[config.mk]
export PLATFORM = sky130hd
export DESIGN_NAME = bus_fifo_lvl
export DESIGN_NICKNAME = d
export VERILOG_FILES = /design/src/rtl/bus_fifo_lvl.sv
export SDC_FILE = /design/constraint.sdc
export NUM_CORES = 1
export LEC_CHECK = 0
export ABC_AREA = 1
export BUFFER_PORTS_ARGS = -buffer_cell sky130_fd_sc_hd__buf_4
export CORE_MARGIN = 2
export CORE_UTILIZATION = 25
export CTS_BUF_LIST = sky130_fd_sc_hd__clkbuf_4
export DETAILED_ROUTE_END_ITERATION = 10
export PLACE_DENSITY = 0.46
export SYNTH_ARGS = -nofsm -noshare
export SYNTH_HDL_FRONTEND = slang
export SYNTH_SLANG_ARGS = --single-unit
[constraint.sdc]
create_clock -name CLK -period 6.2 [get_ports CLK]
set_clock_uncertainty 0.15 [all_clocks]
set_input_delay 0.62 -clock CLK [delete_from_list [all_inputs] [get_ports CLK]]
set_output_delay 0.62 -clock CLK [all_outputs]
set_load 0.1 [all_outputs]
[src/rtl/bus_fifo_lvl.sv]
// Single-clock show-ahead bus FIFO with occupancy level, almost-full/empty
// thresholds, synchronous flush and sticky overflow/underflow flags.
module bus_fifo_lvl #(
   parameter int unsigned WIDTH  = 8,
   parameter int unsigned ADDR_W = 3
) (
   input  logic              CLK,
   input  logic              RESET_N,
   input  logic              DATA_STROBE,
   input  logic [WIDTH-1:0]  DATA_IN,
   output logic              FULL,
   output logic              DATA_READY,
   output logic [WIDTH-1:0]  DATA_OUT,
   input  logic              DATA_ACK,
   input  logic              FLUSH,
   input  logic [ADDR_W:0]   AFULL_LVL,
   input  logic [ADDR_W:0]   AEMPTY_LVL,
   output logic [ADDR_W:0]   LEVEL,
   output logic              ALMOST_FULL,
   output logic              ALMOST_EMPTY,
   output logic              OVERFLOW,
   output logic              UNDERFLOW,
   input  logic              ERR_CLR
);

   localparam int unsigned DEPTH = 1 << ADDR_W;
   localparam int unsigned PW    = ADDR_W + 1;

   logic [WIDTH-1:0] mem [DEPTH];

   logic [ADDR_W:0] wr_ptr, rd_ptr;
   logic [ADDR_W:0] wr_ptr_nxt, rd_ptr_nxt, level_nxt;
   logic            ovf_nxt, udf_nxt;
   logic            empty;
   logic            wr_en, rd_en, ovf_set, udf_set;

   // Status from registered pointers only; wrap bit separates full from empty
   always_comb begin
      empty        = (wr_ptr == rd_ptr);
      FULL         = (wr_ptr[ADDR_W-1:0] == rd_ptr[ADDR_W-1:0]) &&
                     (wr_ptr[ADDR_W] != rd_ptr[ADDR_W]);
      DATA_READY   = !empty;
      DATA_OUT     = empty ? '0 : mem[rd_ptr[ADDR_W-1:0]];
      ALMOST_FULL  = (LEVEL >= AFULL_LVL);
      ALMOST_EMPTY = (LEVEL <= AEMPTY_LVL);
   end

   // Accept/error qualification; flush suppresses both transfers and errors
   always_comb begin
      wr_en   = DATA_STROBE && !FULL  && !FLUSH;
      rd_en   = DATA_ACK    && !empty && !FLUSH;
      ovf_set = DATA_STROBE &&  FULL  && !FLUSH;
      udf_set = DATA_ACK    &&  empty && !FLUSH;
   end

   // Next pointer/level/flag values
   always_comb begin
      wr_ptr_nxt = wr_ptr;
      rd_ptr_nxt = rd_ptr;
      level_nxt  = LEVEL;
      ovf_nxt    = OVERFLOW;
      udf_nxt    = UNDERFLOW;
      if (FLUSH) begin
         wr_ptr_nxt = '0;
         rd_ptr_nxt = '0;
         level_nxt  = '0;
      end else begin
         if (wr_en) wr_ptr_nxt = wr_ptr + PW'(1);
         if (rd_en) rd_ptr_nxt = rd_ptr + PW'(1);
         if (wr_en && !rd_en)      level_nxt = LEVEL + PW'(1);
         else if (rd_en && !wr_en) level_nxt = LEVEL - PW'(1);
      end
      // Set beats clear when both happen in one cycle
      if (ERR_CLR) begin
         ovf_nxt = 1'b0;
         udf_nxt = 1'b0;
      end
      if (ovf_set) ovf_nxt = 1'b1;
      if (udf_set) udf_nxt = 1'b1;
   end

   // Pointer, level and sticky flag registers
   always_ff @(posedge CLK or negedge RESET_N) begin
      if (!RESET_N) begin
         wr_ptr    <= '0;
         rd_ptr    <= '0;
         LEVEL     <= '0;
         OVERFLOW  <= 1'b0;
         UNDERFLOW <= 1'b0;
      end else begin
         wr_ptr    <= wr_ptr_nxt;
         rd_ptr    <= rd_ptr_nxt;
         LEVEL     <= level_nxt;
         OVERFLOW  <= ovf_nxt;
         UNDERFLOW <= udf_nxt;
      end
   end

   // Storage array, not reset
   always_ff @(posedge CLK) begin
      if (wr_en) mem[wr_ptr[ADDR_W-1:0]] <= DATA_IN;
   end

endmodule

==> metrics, run 1 <==
Internal Power=888 uW; relative slew slack=0.413; DRC=0; Net Sw Frac=0.419; DP HPWL=between 6000 and 7000 um; DR vias/cell=4.55; Critical Path Source Type=flip-flop; # resized after CTS=0; Post-Syn Area=3660 um^2; first-pass GRT wire length=between 10000 and 15000 um; Worst-Skew Late Latency=~0.44 ns; average cell area after synthesis=~11 um^2; Initial Util=0.254; sequential power share=0.397; Crit. path cell count=8; critical path's slowest cell=inv_1; CP peak stage delay=a little under 0.5 ns; sequential fraction of the synthesis area=0.620; CP Class=flip-flop to output port; ANT cells=0; Die Area=~16000 um^2; power per cell area=~360 nW/um^2; Reg-to-Reg Start=rd_ptr[1]$_DFFE_PN0P_; synth unique cells=33; Initial DRT Pass Iterations=4; Num CTS Buffers=9; reg2reg end=LEVEL[3]$_DFFE_PN0P_; ANT nets after route=0; row count=44; hold bufs inserted after CTS=1; Hold Crit Class=primary input to flip-flop; Worst Tran Pin Value=slightly below 0.9 ns; sw power=between 600 and 700 uW; top cell type's share of synthesized area=0.525; hold path startpoint=ERR_CLR; final WL=roughly 8900 um; area leader, netlist=edfxtp_1; Yosys Warn Count=0; worst-path cell chain=inv_1, nand2_1, nand2_1, nor2_2, nand2_2, o21ai_0, a31oi_1, buf_4; GP Congestion=approximately 0.78; cell mode on critical path=nand2_1; setup violators final=0; Vias=2596; CTS HTree Levels=3; # clock sinks=78; total power=between 1500 and 2000 uW; flop2flop setup slack=between 3 and 4 ns; Max Freq=293 MHz; CP max FO=20; total gr overflow=0; #FFs+latches synth=78; buffers plus inverters on the worst setup path=2; number of max-cap violations=0; final hold vios=0; Iter 0 DRT Violations=~200; clock power share=0.237; largest net degree at the start of global routing=38; post-synthesis net count=378; top post-synthesis cells by area=edfxtp_1, dfrtp_1, o21ai_0; Worst Hold End=UNDERFLOW$_DFFE_PN0P_; PortBufs=39; Tmin final=~3.4 ns; vias in the first global route=roughly 2600; Root Buffer=clkbuf_4; Hold Path Stages=2; Nets=between 400 and 500; die height=about 130 um; share of cells above drive strength 1=0.202; CP endpoint kind=output port; part of the cycle the worst path needs=0.550; cell count of the worst reg-to-reg path=15; I/O pins=40; postcts setup bufs=0; outcome=complete, no violations; combinational power share=0.366; Fin Setup TNS=0 ns; Chip Width=125 um; Leak=between 0.0015 and 0.002 uW; RSZ-0062 raised after global routing=no; CTS max path bufs=2; Data arrival, critical path=approximately 2.6 ns; max-slew violation count=0; CP delay by family, top=buffers and inverters; DR WL/cell=around 16 um; total global-route track usage=0.116; Worst Path Required=5.43 ns; CTS tree=built; Layout area overhead=17.3%; Worst VDD drop=approximately 170 uV; Synth Instances=approximately 340; initial antenna violation count=0; Core ar.=around 14000 um^2; clock-pin slew on the worst setup and hold paths=around 0.12 ns
[power by group through the flow]
| stage | Clock [uW] | Sequential, uW | Combinational, uW |
|---|---|---|---|
| 5_1_grt | 391 | 612 | 599 |
| 3_5_place_dp | 0 | 621 | 563 |
| 2_1_floorplan | 0 | 689 | 362 |
| 4_1_cts | 373 | 609 | 564 |
| 6_report | 362 | 608 | 560 |
| 3_3_place_gp | 0 | 620 | 557 |
[state kept, by name (all words and copies together), names as in the netlist]
signal     flops
LEVEL          4
OVERFLOW       1
UNDERFLOW      1
mem           64
rd_ptr         4
wr_ptr         4
[logic make-up (layout without fill, tap and decap cells)]
group / Yosys count / in the layout / synth area share
AND/OR/NAND/NOR: 128 / 128 / 0.158
AO/OA/AOI/OAI: 79 / 79 / 0.119
flip-flops: 78 / 78 / 0.620
buffers and inverters: 44 / 88 / 0.0533
adder cells (fa/ha/maj): 13 / 13 / 0.0464
XOR/XNOR: 1 / 1 / 0.00239
[cell type report]
class                      count  area [um^2]
clock buffer                  10         75.1
clock inverter                 6         92.6
sequential                    78         2270
timing repair buffer          41          310
inverter                      31          121
fill                        1504        10100
multi-input combinational    221         1200
tap                          184          230
[layer usage]
| layer | routed length (um) | track usage |
|---|---|---|
| met3 | 520 | 0.0347 |
| met1 | 4080 | 0.153 |
| met5 | 0 | 0 |
| met4 | 73 | 0.0333 |
| met2 | 4200 | 0.187 |
[how the worst max path moves through the flow]
stage | slack, ns | end | start
4_1_cts | 2.76 | DATA_OUT[2] | rd_ptr[1]$_DFFE_PN0P_
3_3_place_gp | 3.22 | mem[2][6]$_DFFE_PP_ | rd_ptr[0]$_DFFE_PN0P_
5_1_grt | 2.57 | DATA_OUT[2] | rd_ptr[2]$_DFFE_PN0P_
2_1_floorplan | 1.76 | ALMOST_EMPTY | LEVEL[0]$_DFFE_PN0P_
6_report | 2.79 | DATA_OUT[2] | rd_ptr[2]$_DFFE_PN0P_
3_5_place_dp | 3.16 | LEVEL[3]$_DFFE_PN0P_ | rd_ptr[1]$_DFFE_PN0P_
[layout by cell type, fill, tap and decap left out, types with 2 or more instances in the layout]
cell         n
nor2_2       2
clkbuf_4    10
nand3_1     11
clkinvlp_4   2
inv_2        3
nor2_1      61
ha_1        12
a21oi_1      6
inv_4        2
nand2_2      8
o22ai_1      8
buf_4       40
dfrtp_1     14
nand4_1      3
inv_6        2
nand2_1     37
a31oi_1      9
o21ai_0     50
edfxtp_1    64
inv_1       26
bufinv_16    2
nand2_4      2
[through the flow]
| step | util | setup slack (ns) | hold WS [ns] | std cells | instance area (um^2) |
|---|---|---|---|---|---|
| 2_1_floorplan | - | 1.76 | 0.174 | 343 | 3660 |
| 3_3_place_gp | 0.286 | 3.22 | 0.326 | 554 | 4120 |
| 3_5_place_dp | 0.286 | 3.16 | 0.343 | 554 | 4120 |
| 4_1_cts | 0.298 | 2.76 | 0.195 | 571 | 4300 |
| 5_1_grt | 0.298 | 2.57 | 0.182 | 571 | 4300 |
| 6_report | 0.298 | 2.79 | 0.212 | 571 | 4300 |
[cell usage after synthesis]
library cell,count
a31oi_1,9
o32ai_1,1
inv_4,2
inv_2,3
dfrtp_1,14
nor2_1,61
inv_1,26
nand2_4,2
nand4_1,3
nand2_2,8
buf_4,1
xor2_1,1
buf_2,5
nand3_1,11
o211ai_1,1
buf_6,2
fa_1,1
nand4_4,1
o21bai_1,1
o21ai_1,1
nor3_1,1
nand2_1,37
o21ai_2,1
nor3_2,1
nand3_4,1
o21ai_0,50
edfxtp_1,64
o22ai_2,1
ha_1,12
o22ai_1,8
clkbuf_1,5
nor2_2,2
a21oi_1,6
Power figures use the tool's default switching activity.
==> run 2: changes to the inputs <==
- ABC_AREA: 1 -> 0
- PLACE_DENSITY: 0.46 -> 0.47
- clock period: 6.2 -> 2.8 ns (I/O delays scaled with it)
==> metrics, run 2 <==
CP delay by family, top=multiplexers; critical path's slowest cell=mux4_2; Worst-Skew Late Latency=0.43 ns (about the same); grt met3 use=0.0296 (-0.00502); ANT cells=0 (unchanged); grt met2 use=0.186 (-0.00123); worst-path cell chain=buf_6, mux4_2, mux2i_1, nor2_2, buf_4; initial antenna violation count=0 (unchanged); CTS tree=built; Yosys Warn Count=0 (unchanged); dominant synthesized flop cell=edfxtp_1; Worst Path Required=2.37 ns (-3.06 ns); DR vias/cell=4.39 (-3.5%); top post-synthesis cells by area=edfxtp_1, mux4_2, dfrtp_1; fillers=1423 (-5.4%); commonest non-fill, non-tap cells in the layout=edfxtp_1, buf_4, mux4_2; Die Area=15500 um^2 (-0.63%); Initial Util=0.253 (-0.000681); setup slack at placement=0.187 ns (-2.97 ns); Vias=2207 (-15%); GP Congestion=0.746 (-4.1%); async set-reset flop share out of synthesis=0.179 (unchanged); Core ar.=14400 um^2 (-0.38%); Synth Instances=241 (-30%); Top Usage Layer GRT=met2; area leader, netlist=edfxtp_1; # clock sinks=78 (unchanged); Hold Crit Class=primary input to asynchronous set/reset pin; power per cell area=790 nW/um^2 (+120%); vias in the first global route=2288 (-11%); DRC=0 (unchanged); total gr overflow=0 (unchanged); top cell type's share of synthesized area=0.528 (+0.00343); post-synthesis net count=276 (-27%); Initial DRT Pass Iterations=6 (+2); row count=44 (unchanged); clock-pin slew on the worst setup and hold paths=0.14 ns (+0.02 ns); die height=125 um (-0.32%); Critical Path Source Type=flip-flop; largest net degree at the start of global routing=20 (-47%); CP max FO=19 (-5.0%); reg2reg end=LEVEL[3]$_DFFE_PN0P_; synth unique cells=45 (+36%); CP endpoint kind=output port; Worst Tran Pin Value=1.08 ns (+0.203 ns); Root Buffer=clkbuf_4; Tmin final=2.71 ns; Leak=0.00173 uW (+3.0%); commonest non-fill, non-tap cell in the layout=edfxtp_1; setup violators final=0 (unchanged); Post-synth top cells=edfxtp_1, nor2_1, mux4_2; total global-route track usage=0.106 (-0.00992); fin util=0.320 (+0.0220); buffers plus inverters on the worst setup path=2 (unchanged); CP Class=flip-flop to output port; max FFs per register=64 (unchanged); max-slew violation count=0 (unchanged); relative slew slack=0.277 (-0.136); Num CTS Buffers=9 (unchanged); share of cells above drive strength 1=0.354 (+0.153); top-count cell post-synth=edfxtp_1; Post-synth EDFFs=64 (unchanged); flop2flop setup slack=0.21 ns (-2.96 ns); setup ws final=0.0908 ns (-2.70 ns); Reg-to-Reg Start=wr_ptr[1]$_DFFE_PN0P_; ANT nets after route=0 (unchanged); Layout area overhead=26.3%; DR WL/cell=16.1 um (+3.5%); RSZ-0062 raised after global routing=yes; DP HPWL=5260 um (-13%); average cell area after synthesis=15.1 um^2 (+41%); outcome=complete, no violations; Data arrival, critical path=2.28 ns (-0.36 ns); CP peak stage delay=0.55 ns (+0.06 ns); Max Freq=369 MHz; PortBufs=39 (unchanged); Worst VDD drop=462 uV (+170%); Nets=349 (-16%); final hold vios=0 (unchanged); CTS HTree Levels=3 (unchanged); Post-Syn Area=3640 um^2 (-0.65%); I/O pins=40 (unchanged); final WL=8090 um (-8.9%); number of max-cap violations=0 (unchanged); first-pass GRT wire length=12500 um (-11%); part of the cycle the worst path needs=0.968; Iter 0 DRT Violations=86 (-58%); cell count of the worst reg-to-reg path=9 (-6); Chip Width=125 um (-0.32%); sequential fraction of the synthesis area=0.624 (+0.00405); CTS max path bufs=2 (unchanged); met1 Resource Use GR=0.132 (-0.0209); #FFs+latches synth=78 (unchanged)
==> run 2: cell count changes after synthesis, sizes merged, moves of 6 or more <==
cell / delta
nor2: -41
o21ai: -45
nand2: -39
o22ai: -8
mux2i: +8
inv: -16
nand3: -6
a31oi: -8
nand2b: +7
xor2: +8
mux4: +16
==> run 2: final cells by class <==
| class | count | area (um^2) | share of cell area |
|---|---|---|---|
| clock inverters | 7 | 78.8 | 0.0171 |
| well taps | 184 | 230 | 0.0501 |
| clock buffers | 9 | 67.6 | 0.0147 |
| flip-flops and latches | 78 | 2270 | 0.494 |
| repair buffers | 74 | 594 | 0.129 |
| inverters | 15 | 56.3 | 0.0122 |
| multi-input cells | 136 | 1300 | 0.282 |
==> run 2: kinds of logic (layout without fill, tap and decap cells) <==
family | Yosys count | count (layout) | share of synthesized area
AOI/OAI and AO/OA | 27 | 27 | 0.0605
and+or+nand+nor | 58 | 58 | 0.0760
muxes | 24 | 24 | 0.121
xor gates and xnor gates | 14 | 14 | 0.0358
DFF | 78 | 78 | 0.624
buffers and inverters | 27 | 105 | 0.0357
adders and majority gates | 13 | 13 | 0.0468
==> run 2: what timing repair did <==
action,4_1_cts,5_1_grt
hold endpoints to repair,86,0
gates resized for setup,1,3
endpoints found under the setup margin,1,1
buffers inserted,0,0
hold buffers,14,0
==> run 2: layer usage <==
| metal | share of wire | wire [um] | vias up |
|---|---|---|---|
| li1 | - | - | 1045 |
| met1 | 0.45 | 3670 | 1112 |
| met2 | 0.51 | 4090 | 46 |
| met3 | 0.034 | 277 | 4 |
| met4 | 0.0052 | 42 | 0 |
| met5 | 0 | 0 | - |
==> run 2: worst max path at each step <==
stage | startpoint | endpoint | cells past startpoint
floorplan | rd_ptr[0]$_DFFE_PN0P_ | mem[0][0]$_DFFE_PP_ | 6
global placement | wr_ptr[1]$_DFFE_PN0P_ | LEVEL[3]$_DFFE_PN0P_ | 9
detailed placement | wr_ptr[1]$_DFFE_PN0P_ | LEVEL[3]$_DFFE_PN0P_ | 9
CTS | rd_ptr[0]$_DFFE_PN0P_ | DATA_OUT[6] | 5
global route | rd_ptr[0]$_DFFE_PN0P_ | DATA_OUT[6] | 5
finish | rd_ptr[0]$_DFFE_PN0P_ | DATA_OUT[6] | 5
==> run 2: metrics by stage <==
stage	TNS, ns	hold slack [ns]	cell area, um^2	total power (uW)	instances
2_1_floorplan	0	-0.166	3670	2570	241
3_5_place_dp	0	-0.00496	4290	2920	473
6_report	0	0.0738	4600	3630	503
5_1_grt	-0.0206	0.0822	4600	3820	503
4_1_cts	0	0.0595	4580	3670	503
3_3_place_gp	0	-0.00601	4290	2910	473
==> run 2: power by group <==
part | leakage (uW) | switching, uW | internal (uW)
logic | 0.000887 | 1080 | 476
clock network | 0.0000817 | 434 | 285
registers | 0.000764 | 54.6 | 1300
==> run 2: worst register-to-register path: cells and delay by family, from the launching register on <==
family                   cells  cell delay (ns)
AO/OA/AOI/OAI                6             1.06
XOR/XNOR                     1             0.21
adder cells (fa/ha/maj)      1             0.29
flip-flops                   1             0.50
AND/OR/NAND/NOR              1             0.28
==> run 3: changes to the inputs <==
- PLACE_DENSITY: 0.47 -> 0.46
- clock period: 2.8 -> 2.9 ns (I/O delays scaled with it)
==> metrics, run 3 (same netlist as run 2, synthesis figures left out) <==
outcome=complete, no violations; CP Class=flip-flop to flip-flop; Iter 0 DRT Violations=52 (-40%); Leak=0.00168 uW (-3.3%); ANT nets after route=0 (unchanged); CP delay by family, top=compound AO/OA/AOI/OAI gates; RSZ-0062 raised after global routing=no; # clock sinks=78 (unchanged); worst hold slack=0.0452 ns (-0.0285 ns); Worst VDD drop=537 uV (+16%); DR WL/cell=15.8 um (-1.8%); fillers=1425 (+0.14%); critical path's slowest cell=dfrtp_1; setup violators final=0 (unchanged); Max Freq=378 MHz; Initial Util=0.253 (unchanged); row count=44 (unchanged); PortBufs=39 (unchanged); CP peak stage delay=0.49 ns (-0.06 ns); Chip Width=125 um (unchanged); DP HPWL=5180 um (-1.5%); Vias=2133 (-3.4%); worst-path cell chain=xnor2_1, a31oi_1, o21ai_0, ha_1, a21o_1, a21o_1, a211o_1, a21bo_1, o221ai_2; setup slack at placement=0.253 ns (+0.0654 ns); Root Buffer=clkbuf_4; Initial DRT Pass Iterations=4 (-2); first-pass GRT wire length=12500 um (-0.55%); commonest non-fill, non-tap cells in the layout=edfxtp_1, buf_4, mux4_2, inv_1, nor2_1; setup ws final=0.253 ns (+0.163 ns); total gr overflow=0 (unchanged); ANT cells=0 (unchanged); post-route cell area=4480 um^2 (-2.5%); dpl cell area=4250 um^2 (-0.91%); final WL=7840 um (-3.0%); relative slew slack=0.299 (+0.0223); I/O pins=40 (unchanged); CTS max path bufs=2 (unchanged); DR vias/cell=4.29 (-2.2%); power per cell area=744 nW/um^2 (-5.8%); Tmin final=~2.6 ns; Critical Path Source Type=flip-flop; Data arrival, critical path=2.83 ns (+0.55 ns); Core ar.=14400 um^2 (unchanged); final hold vios=0 (unchanged); Die Area=15500 um^2 (unchanged); Fin Setup TNS=0 ns (unchanged); CP endpoint kind=flip-flop; Hold Crit Class=primary input to flip-flop; initial antenna violation count=0 (unchanged); number of max-cap violations=0 (unchanged); CP max FO=7 (-12); part of the cycle the worst path needs=0.913; commonest non-fill, non-tap cell in the layout=edfxtp_1; GP Congestion=0.780 (+4.6%); largest net degree at the start of global routing=20 (unchanged); cell mode on critical path=a21o_1; die height=125 um (unchanged); total global-route track usage=0.106 (-0.000731); share of cells above drive strength 1=0.329 (-0.0252); Worst Tran Pin Value=1.05 ns (-0.0333 ns); max FFs per register=64 (unchanged); Worst Path Required=3.08 ns (+0.71 ns); Layout area overhead=23.2%; Worst-Skew Late Latency=0.41 ns (-0.02 ns); buffers plus inverters on the worst setup path=0 (-2); CTS tree=built; Num CTS Buffers=9 (unchanged); clock-pin slew on the worst setup and hold paths=0.12 ns (-0.02 ns); vias in the first global route=2305 (+0.74%); CTS HTree Levels=3 (unchanged); DRC=0 (unchanged); max-slew violation count=0 (unchanged); Nets=343 (-1.7%)
## run 3: timing repair
| action | 4_1_cts | 5_1_grt |
|---|---|---|
| buffers inserted | 0 | 0 |
| resized for setup | 0 | 1 |
| endpoints found under the hold margin | 81 | 0 |
| endpoints found under the setup margin | 0 | 1 |
| hold buffers | 12 | 0 |
## run 3: cell type report
cell class,count,area [um^2],share of cell area
clock buffer,10,75.1,0.0167
clock inverter,6,37.5,0.00837
inverter,15,56.3,0.0126
multi-input combinational,136,1270,0.282
sequential,78,2270,0.507
tap,184,230,0.0514
timing repair buffer,68,544,0.121
## run 3: final timing paths
| kind | startpoint | endpoint | slack (ns) | cells after the start |
|---|---|---|---|---|
| setup / recovery | wr_ptr[0]$_DFFE_PN0P_ | LEVEL[3]$_DFFE_PN0P_ | 0.25 | 9 |
| hold / removal | FLUSH | rd_ptr[2]$_DFFE_PN0P_ | 0.05 | 2 |
| setup reg to reg | wr_ptr[0]$_DFFE_PN0P_ | LEVEL[3]$_DFFE_PN0P_ | 0.25 | 9 |
| hold reg to reg | OVERFLOW$_DFFE_PN0P_ | OVERFLOW$_DFFE_PN0P_ | 0.40 | 2 |
| max in group asynchronous | RESET_N | LEVEL[1]$_DFFE_PN0P_ | 2.30 | 2 |
| min in group asynchronous | RESET_N | OVERFLOW$_DFFE_PN0P_ | 0.11 | 2 |
## run 3: where the power goes
group / internal (uW) / total, uW / switching (uW)
clock: 184 / 553 / 369
sequential: 1260 / 1310 / 53.7
combinational: 440 / 1470 / 1030
## run 3: metrics by stage
| stage | util | instances | total power [uW] |
|---|---|---|---|
| floorplan | - | 241 | 2480 |
| global placement | 0.296 | 469 | 2800 |
| detailed placement | 0.296 | 469 | 2800 |
| CTS | 0.312 | 497 | 3380 |
| global route | 0.312 | 497 | 3510 |
| finish | 0.312 | 497 | 3330 |
## run 3: routing by layer
layer / up-vias / track usage / share of wire / routed length, um
met1: 1050 / 0.136 / 0.47 / 3660
met5: - / 0 / 0 / 0
li1: 1033 / - / - / -
met2: 46 / 0.174 / 0.49 / 3810
met4: 0 / 0.0317 / 0.0068 / 53
met3: 4 / 0.0284 / 0.040 / 314
